$ cat src/rtl/m_mem_arb.sv
// rtl/m_mem_arb.sv - fetch/data arbiter onto a single memory port with starvation guard and read timeout
// Data has priority; fetch is forced through after STARVE consecutive data grants while it waits.
module m_mem_arb #(
    parameter int STARVE = 4,
    parameter int TMO    = 16
) (
    input  logic        w_clk,
    input  logic        w_rst,
    input  logic        w_if_req,
    input  logic [31:0] w_if_addr,
    output logic        w_if_gnt,
    output logic        w_if_rvalid,
    output logic [31:0] w_if_rdata,
    input  logic        w_d_req,
    input  logic        w_d_we,
    input  logic [31:0] w_d_addr,
    input  logic [31:0] w_d_wdata,
    output logic        w_d_gnt,
    output logic        w_d_rvalid,
    output logic [31:0] w_d_rdata,
    output logic        w_m_en,
    output logic        w_m_we,
    output logic [31:0] w_m_addr,
    output logic [31:0] w_m_wdata,
    input  logic [31:0] w_m_rdata,
    input  logic        w_m_rvalid,
    output logic        w_err
);
    localparam int SW = $clog2(STARVE + 1);
    localparam int WW = (TMO > 1) ? $clog2(TMO) : 1;

    typedef enum logic [1:0] {IDLE, WAIT_IF, WAIT_D} state_t;

    state_t        state, state_nxt;
    logic [SW-1:0] starve_cnt, starve_nxt;
    logic [WW-1:0] wait_cnt, wait_nxt;
    logic          err_nxt;
    logic          fetch_owed;

    always_ff @(posedge w_clk or posedge w_rst) begin
        if (w_rst) begin
            state      <= IDLE;
            starve_cnt <= '0;
            wait_cnt   <= '0;
            w_err      <= 1'b0;
        end else begin
            state      <= state_nxt;
            starve_cnt <= starve_nxt;
            wait_cnt   <= wait_nxt;
            w_err      <= err_nxt;
        end
    end

    always_comb begin
        state_nxt   = state;
        starve_nxt  = starve_cnt;
        wait_nxt    = wait_cnt;
        err_nxt     = w_err;
        w_if_gnt    = 1'b0;
        w_d_gnt     = 1'b0;
        w_if_rvalid = 1'b0;
        w_d_rvalid  = 1'b0;
        w_if_rdata  = '0;
        w_d_rdata   = '0;
        w_m_en      = 1'b0;
        w_m_we      = 1'b0;
        w_m_addr    = '0;
        w_m_wdata   = '0;
        fetch_owed  = w_if_req && (starve_cnt == SW'(STARVE));

        case (state)
            IDLE: begin
                if (w_d_req && !fetch_owed) begin
                    w_d_gnt   = 1'b1;
                    w_m_en    = 1'b1;
                    w_m_we    = w_d_we;
                    w_m_addr  = w_d_addr;
                    w_m_wdata = w_d_wdata;
                    // Writes retire in the grant cycle, so only reads leave IDLE
                    if (!w_d_we) begin
                        state_nxt = WAIT_D;
                        wait_nxt  = '0;
                    end
                end else if (w_if_req) begin
                    w_if_gnt  = 1'b1;
                    w_m_en    = 1'b1;
                    w_m_addr  = w_if_addr;
                    state_nxt = WAIT_IF;
                    wait_nxt  = '0;
                end
            end
            WAIT_IF, WAIT_D: begin
                if (w_m_rvalid) begin
                    if (state == WAIT_IF) begin
                        w_if_rvalid = 1'b1;
                        w_if_rdata  = w_m_rdata;
                    end else begin
                        w_d_rvalid = 1'b1;
                        w_d_rdata  = w_m_rdata;
                    end
                    state_nxt = IDLE;
                end else if (wait_cnt == WW'(TMO - 1)) begin
                    err_nxt   = 1'b1;
                    state_nxt = IDLE;
                end else begin
                    wait_nxt = wait_cnt + 1'b1;
                end
            end
            default: state_nxt = IDLE;
        endcase

        if (!w_if_req || w_if_gnt) begin
            starve_nxt = '0;
        end else if (w_d_gnt && (starve_cnt != SW'(STARVE))) begin
            starve_nxt = starve_cnt + 1'b1;
        end

        // Keep every strobe quiet while reset is held, even though IDLE would otherwise grant
        if (w_rst) begin
            w_if_gnt    = 1'b0;
            w_d_gnt     = 1'b0;
            w_if_rvalid = 1'b0;
            w_d_rvalid  = 1'b0;
            w_if_rdata  = '0;
            w_d_rdata   = '0;
            w_m_en      = 1'b0;
            w_m_we      = 1'b0;
            w_m_addr    = '0;
            w_m_wdata   = '0;
        end
    end
endmodule

$ cat config.mk
export PLATFORM = sky130hd
export DESIGN_NAME = m_mem_arb
export DESIGN_NICKNAME = d
export VERILOG_FILES = /design/src/rtl/m_mem_arb.sv
export SDC_FILE = /design/constraint.sdc
export NUM_CORES = 1
export LEC_CHECK = 0
export CELL_PAD_IN_SITES_DETAIL_PLACEMENT = 1
export CELL_PAD_IN_SITES_GLOBAL_PLACEMENT = 1
export CORE_AREA = 10 10 123 125
export DETAILED_ROUTE_END_ITERATION = 7
export DIE_AREA = 0 0 133 135
export GPL_TIMING_DRIVEN = 0
export HOLD_SLACK_MARGIN = 0.12
export MAX_ROUTING_LAYER = met4
export PLACE_DENSITY = 0.94
export RECOVER_POWER = 100
export REMOVE_ABC_BUFFERS = 1
export SYNTH_ARGS = -nofsm -noshare
export SYNTH_HDL_FRONTEND = slang
export SYNTH_SLANG_ARGS = --single-unit
$ cat constraint.sdc
create_clock -name w_clk -period 4.37 [get_ports w_clk]
set_input_delay 0.874 -clock w_clk [delete_from_list [all_inputs] [get_ports w_clk]]
set_output_delay 0.874 -clock w_clk [all_outputs]
set_load 0.05 [all_outputs]
==> impl_metrics.env, run 1 <==
export IMPL_ys_ff_latch=10
export IMPL_antenna_found_initial=1
export IMPL_synth_top_cell_area_share_pct=38.6
export IMPL_critPathLaunch="w_m_rvalid"
export IMPL_dr_pass1_iters=4
export IMPL_clk_pin_slew_worst_paths_ps=40
export IMPL_wl_per_cell_um=19.8
export IMPL_hold_viol=0
export IMPL_crit_fanout=33
export IMPL_fin_crit_ps=4200
export IMPL_area_growth_syn_to_layout_pct=181
export IMPL_synth_top_area_cell="and2_1"
export IMPL_fmax_mhz=238
export IMPL_synth_top_family_by_area="simple AND/OR/NAND/NOR gates"
export IMPL_holdWs_ps=469
export IMPL_top_usage_layer="met2"
export IMPL_port_buffers=268
export IMPL_ios=269
export IMPL_nets=624
export IMPL_crit_arrival_ps=3320
export IMPL_cp_end_kind="primary output"
export IMPL_ys_top_cells_by_count="and2_1 (100), a22o_1 (32), clkbuf_1 (11), inv_1 (11), dfrtp_1 (10)"
export IMPL_critPathRequiredTime_ps=3500
export IMPL_grt_pass1_wl_um=18700
export IMPL_final_cell_count_no_fill=657
export IMPL_synth_xor_area_share_pct=0
export IMPL_crit_path_max_incr_delay_ps=890
export IMPL_use_met2_pct=23.5
export IMPL_run_status="completed"
export IMPL_design_die_area_um2=18000
export IMPL_period_share_pct=96.0
export IMPL_synth_edf_count=0
export IMPL_regArea_um2=250
export IMPL_synth_cells=224
export IMPL_grt_pass1_vias=3033
export IMPL_seq_area_frac_synth_pct=15.4
export IMPL_vdd_drop_max_mv=0.129
export IMPL_synth_cell_types=29
export IMPL_grt_ovfl_total=0
export IMPL_crit_chain="dlygate4sd3_1 -> nor2b_1 -> nand2_1 -> nor2_4 -> and2_1 -> dlygate4sd3_1"
export IMPL_hold_path_class="reg -> reg"
export IMPL_finalMaxSlewViolations=0
export IMPL_cp_start_kind="input port"
export IMPL_crit_path_top_delay_cell="dlygate4sd3_1"
export IMPL_reg2reg_from="state[0]"
export IMPL_path_class="in -> out"
export IMPL_ys_flop_type="dfrtp_1"
export IMPL_place_congestion=0.808
export IMPL_setup_viol=0
export IMPL_fp_dieW_um=133
export IMPL_fillers=1463
export IMPL_power_density_nw_per_um2=334
export IMPL_dieHeight_um=135
export IMPL_clock_skew_ps=1.11
export IMPL_postRouteAntennaNets=0
export IMPL_h_tree_depth=1
export IMPL_crit_top_cell="dlygate4sd3_1"
export IMPL_drc=0
export IMPL_synthMuxAreaShare_pct=1.85
export IMPL_cts_max_path_buffers=2
export IMPL_synth_avg_cell_area_um2=7.24
export IMPL_netlist_area_um2=1620
export IMPL_yosysMostFrequentCell="and2_1"
export IMPL_cts_tree="done"
export IMPL_rsz0062_at_grt="no"
export IMPL_drtIter0Drc=30
export IMPL_met3_usage_pct=6.45
export IMPL_start_util_pct=12.9
export IMPL_cp_top_family="buffers and inverters"
export IMPL_leakage_nw=2.22
export IMPL_numCtsBuffers=3
export IMPL_synth_compound_area_share_pct=24.8
export IMPL_path_buf_inv=2
export IMPL_multi_input_area_um2=1280
export IMPL_clk_latency_ps=230
export IMPL_dpl_hpwl_um=11700
export IMPL_grt_usage_pct=13.6
export IMPL_vias=2686
export IMPL_grt_start_max_net_pins=34
export IMPL_placed_cells=648
export IMPL_synthAdderAreaFrac_pct=3.86
export IMPL_via_per_inst=4.09
export IMPL_synthSimpleGateAreaFrac_pct=46.9
export IMPL_worst_pin_slew_ps=696
export IMPL_cts_sinks=10
export IMPL_ys_warn_count=0
export IMPL_maxCapViolCount=0
export IMPL_met1_usage_pct=13.6
export IMPL_maxSlewHeadroom_pct=53.8
export IMPL_coreArea_um2=12600
export IMPL_drive_above_1_share_pct=3.31
export IMPL_async_flop_share_pct=100
export IMPL_final_core_util_pct=36.2
export IMPL_finalWirelength_um=13000
export IMPL_cts_root_buf="clkbuf_16"
export IMPL_min_from="w_err"
export IMPL_synth_area_top_cells="and2_1 (39%), a22o_1 (17%), dfrtp_1 (15%), ha_1 (3.9%), clkbuf_1 (2.5%)"
export IMPL_placementRows=41
export IMPL_cts_hold_buf=0
per-stage QoR:
step | instance area, um^2 | worst slack [ps] | power (mW) | setup TNS (ps)
after global routing | 4550 | 60.2 | 1.60 | 0
after detailed placement | 4500 | -517 | 1.40 | -30810
after CTS | 4580 | 14.8 | 1.57 | 0
final | 4550 | 175 | 1.52 | 0
after floorplan | 1550 | -694 | 0.900 | -43580
after global placement | 4440 | -2100 | 1.35 | -138380
flip-flops by register name, summed over array words and instances, names as in the netlist:
name,flops
wait_cnt,4
starve_cnt,3
w_err,1
state,2
path summary, 6_finish.rpt:
| kind | end | slack, ps | cells after the start |
|---|---|---|---|
| min in group asynchronous | wait_cnt[0] | 980 | 2 |
| hold / removal | w_err | 470 | 1 |
| setup reg to reg | wait_cnt[0] | 2540 | 6 |
| max in group asynchronous | state[0] | 3200 | 2 |
| setup / recovery | w_d_rdata[30] | 170 | 6 |
| hold reg to reg | w_err | 470 | 1 |
report_power, final:
group          switching [mW]  leakage [nW]  internal, mW
logic                   0.778          2.04         0.413
registers              0.0256         0.134         0.122
clock network          0.0442        0.0442         0.138
logic make-up after synthesis:
group | count (synthesis)
adders and majority gates | 5
AOI/OAI and AO/OA | 48
buffers and inverters | 29
muxes | 3
DFF | 10
and+or+nand+nor | 129
placed cells by master (no fill, tap or decap), types with 4 or more instances in the layout:
cell type	synthesis	final
a22o_1	32	32
and2_0	0	8
and2_1	100	92
clkbuf_1	11	4
clkdlybuf4s50_1	0	145
dfrtp_1	10	10
dlygate4sd2_1	0	50
dlygate4sd3_1	0	69
ha_1	5	5
inv_1	11	10
nand2_1	9	9
nand3_1	6	6
nor2_4	0	4
what timing repair did:
item / 4_1_cts / 5_1_grt
buffers inserted: 3 / 0
cloned: 1 / 0
endpoints found under the setup margin: 99 / 59
pin swaps: 2 / 0
gates resized for setup: 57 / 10
area by class of cell:
type	instances	share of cell area (%)
clock buffers	4	1.95
multi-input cells	186	28.2
diodes	1	0.0549
well taps	172	4.73
flip-flops and latches	10	5.49
repair buffers	273	58.6
inverters	11	0.989
per-layer routing:
metal / share of wire (%) / up-vias
li1: - / 1281
met1: 38 / 1187
met2: 47 / 210
met3: 12 / 8
met4: 2.2 / 0
met5: 0 / -
No activity file was read; power rests on OpenSTA's default activity.
==> run 2, diff against run 1 <==
--- a/config.mk
+++ b/config.mk
@@ -16,6 +16,7 @@
 export PLACE_DENSITY = 0.94
 export RECOVER_POWER = 100
 export REMOVE_ABC_BUFFERS = 1
+export SLEW_MARGIN = 10
 export SYNTH_ARGS = -nofsm -noshare
 export SYNTH_HDL_FRONTEND = slang
 export SYNTH_SLANG_ARGS = --single-unit
==> impl_metrics.env, run 2 (synthesis results as in run 1) <==
export IMPL_critPathRequiredTime_ps=3500
export IMPL_final_common_cell="clkdlybuf4s50_1"
export IMPL_port_buffers=268
export IMPL_clk_pin_slew_worst_paths_ps=40
export IMPL_fmax_mhz=240
export IMPL_via_per_inst=4.12
export IMPL_run_status="completed"
export IMPL_fillers=1497
export IMPL_holdWs_ps=476
export IMPL_wl_per_cell_um=19.9
export IMPL_path_class="in -> out"
export IMPL_layout_common_cells="clkdlybuf4s50_1 (136), and2_1 (89), dlygate4sd3_1 (77)"
export IMPL_grt_pass1_wl_um=19100
export IMPL_clk_latency_ps=230
export IMPL_reg2reg_from="starve_cnt[0]"
export IMPL_cts_tree="done"
export IMPL_fp_dieW_um=133
export IMPL_largest_reg_flops=4
export IMPL_finalMaxSlewViolations=0
export IMPL_grt_pass1_vias=3137
export IMPL_min_from="w_err"
export IMPL_hold_path_class="reg -> reg"
export IMPL_dieHeight_um=135
export IMPL_start_util_pct=12.9
export IMPL_postRouteAntennaNets=0
export IMPL_clock_skew_ps=1.01
export IMPL_cts_root_buf="clkbuf_16"
export IMPL_design_die_area_um2=18000
export IMPL_critPathLaunch="w_m_rvalid"
export IMPL_ios=269
export IMPL_top_regs="wait_cnt: 4 flops, starve_cnt: 3 flops, state: 2 flops"
export IMPL_worst_slack_ps=209
export IMPL_finalWirelength_um=13100
export IMPL_leakage_nw=2.25
export IMPL_cp_start_kind="input port"
export IMPL_cts_max_path_buffers=2
export IMPL_dr_pass1_iters=4
export IMPL_drive_above_1_share_pct=3.51
export IMPL_pre_cts_slack_ps=-424
export IMPL_crit_fanout=33
export IMPL_maxSlewHeadroom_pct=56.7
export IMPL_numCtsBuffers=3
export IMPL_period_share_pct=95.2
export IMPL_vias=2705
export IMPL_h_tree_depth=1
export IMPL_coreArea_um2=12600
export IMPL_grt_ovfl_total=0
export IMPL_maxCapViolCount=0
export IMPL_cts_sinks=10
export IMPL_worst_pin_slew_ps=652
export IMPL_power_density_nw_per_um2=333
export IMPL_nets=624
export IMPL_placementRows=41
export IMPL_drc=0
export IMPL_antenna_found_initial=1
export IMPL_grt_usage_pct=13.8
export IMPL_fin_crit_ps=4160
export IMPL_rsz0062_at_grt="no"
export IMPL_setup_viol=0
export IMPL_grt_start_max_net_pins=34
export IMPL_vdd_drop_max_mv=0.128
export IMPL_crit_arrival_ps=3290
export IMPL_top_register="wait_cnt"
export IMPL_cp_end_kind="primary output"
export IMPL_area_growth_syn_to_layout_pct=181
export IMPL_drtIter0Drc=39
export IMPL_place_congestion=0.808
export IMPL_fin_tns_setup_ps=0
export IMPL_dpl_hpwl_um=11800
export IMPL_hold_viol=0
[run 2: changes by cell type in the layout (fill, tap and decap cells not counted)]
cell | before | now
clkdlybuf4s50_1 | 145 | 136
dlygate4sd3_1 | 69 | 77
and2_0 | 8 | 11
and2_1 | 92 | 89
clkbuf_2 | 2 | 3
[run 2: metal layers]
metal | wire length [um] | vias up | global-route usage [%] | share of wire, %
met5 | 0 | - | - | 0
met4 | 282 | 0 | 3.36 | 2.2
met3 | 1550 | 8 | 6.45 | 12
met2 | 6200 | 211 | 24.0 | 47
met1 | 5030 | 1204 | 13.9 | 39
li1 | - | 1282 | - | -
[run 2: repair_timing]
item / 4_1_cts / 5_1_grt
hold buffers: 0 / 0
gates resized for setup: 56 / 11
endpoints found under the setup margin: 98 / 59
gates cloned: 1 / 0
setup buffers: 3 / 0
pin swaps: 2 / 0
[run 2: through the flow]
stage	area (um^2)	util (%)	total power, mW	cells
finish	4550	36.2	1.51	657
global route	4550	36.2	1.60	657
CTS	4580	36.4	1.58	656
detailed placement	4500	35.8	1.40	648
global placement	4440	35.4	1.35	646
floorplan	1550	-	0.900	206
[run 2: where the power goes]
part,total (mW),internal (mW),switching (mW)
registers,0.147,0.122,0.0258
logic,1.18,0.408,0.777
clock network,0.182,0.138,0.0446
[run 2: path summary, 6_finish.rpt]
| kind | end | slack (ps) | cells after the start |
|---|---|---|---|
| max in group asynchronous | wait_cnt[2] | 3220 | 2 |
| setup / recovery | w_d_rdata[13] | 210 | 6 |
| hold / removal | w_err | 480 | 1 |
| hold reg to reg | w_err | 480 | 1 |
| setup reg to reg | state[0] | 2540 | 6 |
| min in group asynchronous | wait_cnt[0] | 970 | 2 |
[run 2: final cells by class]
class	instances	area (um^2)	area share, %
multi-input combinational	186	1280	28.2
inverter	11	45.0	0.990
tap	172	215	4.73
sequential	10	250	5.50
timing repair buffer	273	2660	58.5
antenna	1	2.50	0.0550
clock buffer	4	88.8	1.95
[run 2: critical path, stage by stage]
cell and delay, ps:
clkdlybuf4s50_1 520, nor2b_1 220, nand2_1 120, nor2_4 440, and2_1 210, dlygate4sd3_1 890
==> run 3, diff against run 2 <==
==> config.mk (replaced) <==
export PLATFORM = sky130hd
export DESIGN_NAME = m_mem_arb
export DESIGN_NICKNAME = d
export VERILOG_FILES = /design/src/rtl/m_mem_arb.sv
export SDC_FILE = /design/constraint.sdc
export NUM_CORES = 1
export LEC_CHECK = 0
export CELL_PAD_IN_SITES_DETAIL_PLACEMENT = 0
export CELL_PAD_IN_SITES_GLOBAL_PLACEMENT = 2
export CORE_AREA = 10 10 139 141
export DETAILED_ROUTE_END_ITERATION = 7
export DIE_AREA = 0 0 149 151
export GPL_TIMING_DRIVEN = 0
export HOLD_SLACK_MARGIN = 0.12
export MAX_ROUTING_LAYER = met4
export PLACE_DENSITY = 0.95
export RECOVER_POWER = 100
export REMOVE_ABC_BUFFERS = 1
export SLEW_MARGIN = 10
export SYNTH_ARGS = -nofsm -noshare
export SYNTH_HDL_FRONTEND = slang
export SYNTH_SLANG_ARGS = --single-unit
==> impl_metrics.env, run 3 (synthesis results as in run 1) <==
export IMPL_maxSlewHeadroom_pct=61.3
export IMPL_numCtsBuffers=3
export IMPL_antenna_found_initial=2
export IMPL_cts_tree="done"
export IMPL_dieHeight_um=151
export IMPL_path_class="in -> out"
export IMPL_cp_start_kind="input port"
export IMPL_fin_crit_ps=4180
export IMPL_final_common_cell="clkdlybuf4s50_1"
export IMPL_grt_ovfl_total=0
export IMPL_nets=621
export IMPL_place_congestion=0.811
export IMPL_h_tree_depth=1
export IMPL_fmax_mhz=239
export IMPL_clk_latency_ps=240
export IMPL_wl_per_cell_um=16.4
export IMPL_pre_cts_slack_ps=-435
export IMPL_finalWirelength_um=11500
export IMPL_crit_chain="dlygate4sd3_1 -> a21bo_1 -> nand2_1 -> nor2_4 -> buf_8 -> dlygate4sd3_1"
export IMPL_fin_tns_setup_ps=0
export IMPL_grt_usage_pct=9.54
export IMPL_area_growth_syn_to_layout_pct=184
export IMPL_placementRows=47
export IMPL_drtIter0Drc=58
export IMPL_worst_pin_slew_ps=583
export IMPL_maxCapViolCount=0
export IMPL_rsz0062_at_grt="no"
export IMPL_top_regs="wait_cnt: 4 flops, starve_cnt: 3 flops, state: 2 flops"
export IMPL_crit_path_top_delay_cell="dlygate4sd3_1"
export IMPL_setup_viol=0
export IMPL_postCtsSetupRepairBufs=0
export IMPL_top_register="wait_cnt"
export IMPL_critPathRequiredTime_ps=3500
export IMPL_drive_above_1_share_pct=2.70
export IMPL_dpl_hpwl_um=10700
export IMPL_grt_pass1_vias=2783
export IMPL_hold_viol=0
export IMPL_leakage_nw=2.22
export IMPL_run_status="completed"
export IMPL_worst_slack_ps=187
export IMPL_cp_end_kind="primary output"
export IMPL_postRouteAntennaNets=0
export IMPL_grt_start_max_net_pins=46
export IMPL_finalMaxSlewViolations=0
export IMPL_design_area_um2=4610
export IMPL_place_area_um2=4550
export IMPL_cts_max_path_buffers=2
export IMPL_crit_fanout=23
export IMPL_start_util_pct=9.85
export IMPL_via_per_inst=3.74
export IMPL_largest_reg_flops=4
export IMPL_fp_dieW_um=149
export IMPL_design_die_area_um2=22500
export IMPL_crit_path_max_incr_delay_ps=900
export IMPL_port_buffers=268
export IMPL_crit_arrival_ps=3310
export IMPL_vias=2631
export IMPL_total_power_mw=1.49
export IMPL_dr_pass1_iters=4
export IMPL_cts_hold_buf=0
export IMPL_holdWs_ps=470
export IMPL_vdd_drop_max_mv=0.150
export IMPL_hold_path_class="reg -> reg"
export IMPL_drc=0
export IMPL_period_share_pct=95.7
export IMPL_worst_r2r_setup_slack_ps=2560
export IMPL_clock_skew_ps=0.635
export IMPL_coreArea_um2=16500
export IMPL_ios=269
export IMPL_cts_sinks=10
export IMPL_cts_root_buf="clkbuf_16"
export IMPL_layout_common_cells="clkdlybuf4s50_1 (144), and2_1 (94), dlygate4sd3_1 (79)"
export IMPL_power_density_nw_per_um2=324
export IMPL_clk_pin_slew_worst_paths_ps=40
export IMPL_grt_pass1_wl_um=16200
export IMPL_crit_top_cell="dlygate4sd3_1"
run 3: changes by cell type in the layout (fill, tap and decap cells not counted):
cell,change
clkdlybuf4s50_1,+8
and2_0,-5
and2_1,+5
dlygate4sd2_1,-5
clkbuf_1,-4
clkbuf_2,-3
dlygate4sd3_1,+2
buf_16,-1
diode_2,+1
nor2_2,+1
nor2_4,-1
run 3: worst max-delay path, delay by kind of cell:
kind | cells | cell delay (ps)
AOI/OAI and AO/OA | 1 | 270
buffers and inverters | 3 | 1760
and+or+nand+nor | 2 | 390
run 3: worst paths after layout:
kind	from	end	depth (start not counted)
setup / recovery	w_d_req	w_if_gnt	6
hold / removal	w_err	w_err	1
setup reg to reg	starve_cnt[0]	state[1]	6
hold reg to reg	w_err	w_err	1
max in group asynchronous	w_rst	wait_cnt[3]	2
min in group asynchronous	w_rst	wait_cnt[2]	2
run 3: where the power goes:
part,switching (mW),internal [mW]
Combinational,0.757,0.408
Sequential,0.0241,0.122
Clock,0.0454,0.138
run 3: timing repair:
| item | 4_1_cts | 5_1_grt |
|---|---|---|
| endpoints found under the setup margin | 79 | 61 |
| resized for setup | 48 | 2 |
| cloned | 1 | 0 |
| pin swaps | 1 | 0 |
run 3: routing by layer:
layer	GRT usage, %	share of wire, %
met1	10.2	40
met2	16.3	45
met3	4.00	14
met4	1.77	1.1
met5	-	0
run 3: cell type report:
class	count	area, um^2
well taps	220	275
flip-flops and latches	10	250
fillers	1734	11900
inverters	11	45.0
multi-input cells	186	1280
repair buffers	270	2660
clock buffers	4	88.8
diodes	2	5.00
run 3: per-stage QoR:
stage / instances / utilization [%]
2_1_floorplan: 206 / -
5_1_grt: 703 / 28.0
3_3_place_gp: 694 / 27.4
3_5_place_dp: 696 / 27.6
6_report: 703 / 28.0
4_1_cts: 701 / 27.9
==> RTL edit: new RTL, settings of run 2 <==
Encoding of `state_t`: now one-hot (3 bits for 3 states).
--- a/src/rtl/m_mem_arb.sv
+++ b/src/rtl/m_mem_arb.sv
@@ -31,3 +31,3 @@
 
-    typedef enum logic [1:0] {IDLE, WAIT_IF, WAIT_D} state_t;
+    typedef enum logic [2:0] {IDLE = 3'b001, WAIT_IF = 3'b010, WAIT_D = 3'b100} state_t;
 
Check against the original RTL: no difference found for any inputs over 4 cycles, from zero or initial values and one cycle with w_rst high; so few cycles prove little.
==> RTL edit against run 2 <==
Critical path depth did not move. Design area fell by 4.0%. Worst setup slack got worse by 0.043 ns. Area after synthesis rose by 1.4%. Sequential cell count rose by 1. Routed wire length rose by 2.7%. Maximum frequency fell by 1.0%. Register-to-register slack got worse by 0.10 ns. Clock skew rose by 0.00060 ns. Critical endpoint is now w_d_rdata[6].
Power is not compared: it rests on default switching activity, and its combinational part moved more than twofold at a synthesized area within 25%.
==> RTL edit: results (changes against run 2) <==
* Sum of net half-perimeters after detailed placement: 11450 µm (-2.6%)
* Xor/xnor share of the synthesized area: 0.5327% (+0.53 points)
- Port Buf Inserts: 268 (unchanged)
- The slew at the pin closest to its max-slew limit was 0.6732 ns (+0.02118 ns).
- Routed len/inst: 20.64 µm (+3.9%)
- The initial antenna violation count is 0 (-1).
- Static leakage: just over 2 nW
- The worst register-to-register path ends at wait_cnt[1].
* CTS H-tree depth: 1 (unchanged)
- Hold Worst Slack: 0.4817 ns (+0.006173 ns)
- Number of distinct library cells after synthesis: 37 (+28%)
* Worst flop-to-flop path startpoint: starve_cnt[0]
- Post-synthesis mux area share: 1.294% (-0.56 points)
- The aggregate global-route resource usage was 13.89% (+0.060 points).
* Worst EP arrival: 3.33 ns (+0.04 ns)
- For this design the ratio of total power to cell area is ~190 mW/mm².
* Most used standard cells in the synthesized netlist: and2_1 (98), a22o_1 (32), dfrtp_1 (10)
- The sequential element share of the synthesized area came to 16.82% (+1.4 points).
- Maximum vdd drop: 0.1161 mV
- The filler cell count was 1508 (+0.73%).
- The antenna cell count is 0 (-1).
- Cells taking the most area after synthesis: and2_1 (37%), a22o_1 (17%), dfrtp_1 (15%)
* Worst clock skew on the final layout: 0.001612 ns (+0.0005975 ns)
- Sequential share of power: between 15 and 20%
- The via count of the first global-routing pass came to 3158 (+0.67%).
* DR WL met3: 1158 µm (-25%)
* Highest metal used: met4
- Worst min-delay path category: reg -> reg
- Fraction of layout instances using a drive strength above 1: 4.184% (+0.67 points)
- The final layout net count is 616 (-1.3%).
* Worst-Skew Late Latency: 0.23 ns (about the same)
* Wire length on met1: 5536 µm (+10%)
- Top flop regs: wait_cnt: 4 flops, starve_cnt: 3 flops, state: 3 flops
- Starting DRC count in detailed routing: 59 (+51%)
- CTS Buffer Depth: 2 (unchanged)
- Sink of the worst hold path: w_err
* R2R setup slack: 2.44 ns (-0.10 ns)
- The post-synthesis compound-gate area fraction is 24.05% (-0.72 points).
- Result of the run: finished, final reports clean
- Pin count of the biggest net entering global routing: 30 (-12%)
* Post-Synth Adder-Cell Area: 2.283% (-1.6 points)
- The wire length on met2 is 6593 µm (+6.4%).
- CP Max Fanout: 13 (-61%)
* Placer's final routability congestion estimate: 0.7940 (-1.7%)
- Yosys Warn Count: 0 (unchanged)
- The first-pass GRT wire length came to 19220 µm (+0.76%).
- Via/cell ratio: 4.186 (+1.7%)
-- RTL edit: worst register-to-register path, cell delays in order, from the launching register on --
cell	delay (ns)
dfrtp_1	0.38
inv_1	0.07
ha_1	0.23
a21boi_0	0.35
o22ai_1	0.18
a21oi_1	0.40
mux2i_1	0.24
-- RTL edit: per-stage QoR --
step / instances / instance area, µm² / worst slack, ns
after floorplan: 195 / 1539 / -0.3732
after global placement: 635 / 4437 / -1.778
after detailed placement: 641 / 4521 / -0.2685
after CTS: 647 / 4584 / 0.003802
after global routing: 650 / 4369 / 0.04027
final: 650 / 4369 / 0.1665
-- RTL edit: worst max path at each step --
stage | slack (ns) | depth (start not counted) | endpoint | startpoint
2_1_floorplan | -0.37 | 4 | w_d_rdata[0] | w_rst
3_3_place_gp | -1.78 | 6 | w_m_addr[8] | w_if_req
3_5_place_dp | -0.27 | 8 | w_m_wdata[4] | w_if_req
4_1_cts | 0.004 | 7 | w_if_rdata[30] | w_rst
5_1_grt | 0.04 | 6 | w_d_rdata[6] | w_rst
6_report | 0.17 | 6 | w_d_rdata[6] | w_rst
-- RTL edit: layout make-up --
type | instances | area, µm² | share of cell area, %
flip-flops and latches | 11 | 276.5 | 6.329
multi-input cells | 178 | 1269 | 29.04
well taps | 172 | 215.2 | 4.926
inverters | 6 | 22.52 | 0.5155
repair buffers | 279 | 2507 | 57.39
clock buffers | 4 | 78.83 | 1.804
-- RTL edit: metal layers --
metal,track usage [%],vias up
met5,-,-
met2,23.77,192
li1,-,1263
met4,2.017,0
met1,15.83,1256
met3,4.525,10
-- RTL edit: timing repair --
item / 4_1_cts / 5_1_grt
gates resized for setup: 36 / 38
setup endpoints to repair: 90 / 44
buffers inserted: 2 / 3
pin swaps: 1 / 1
hold buffers: 0 / 0
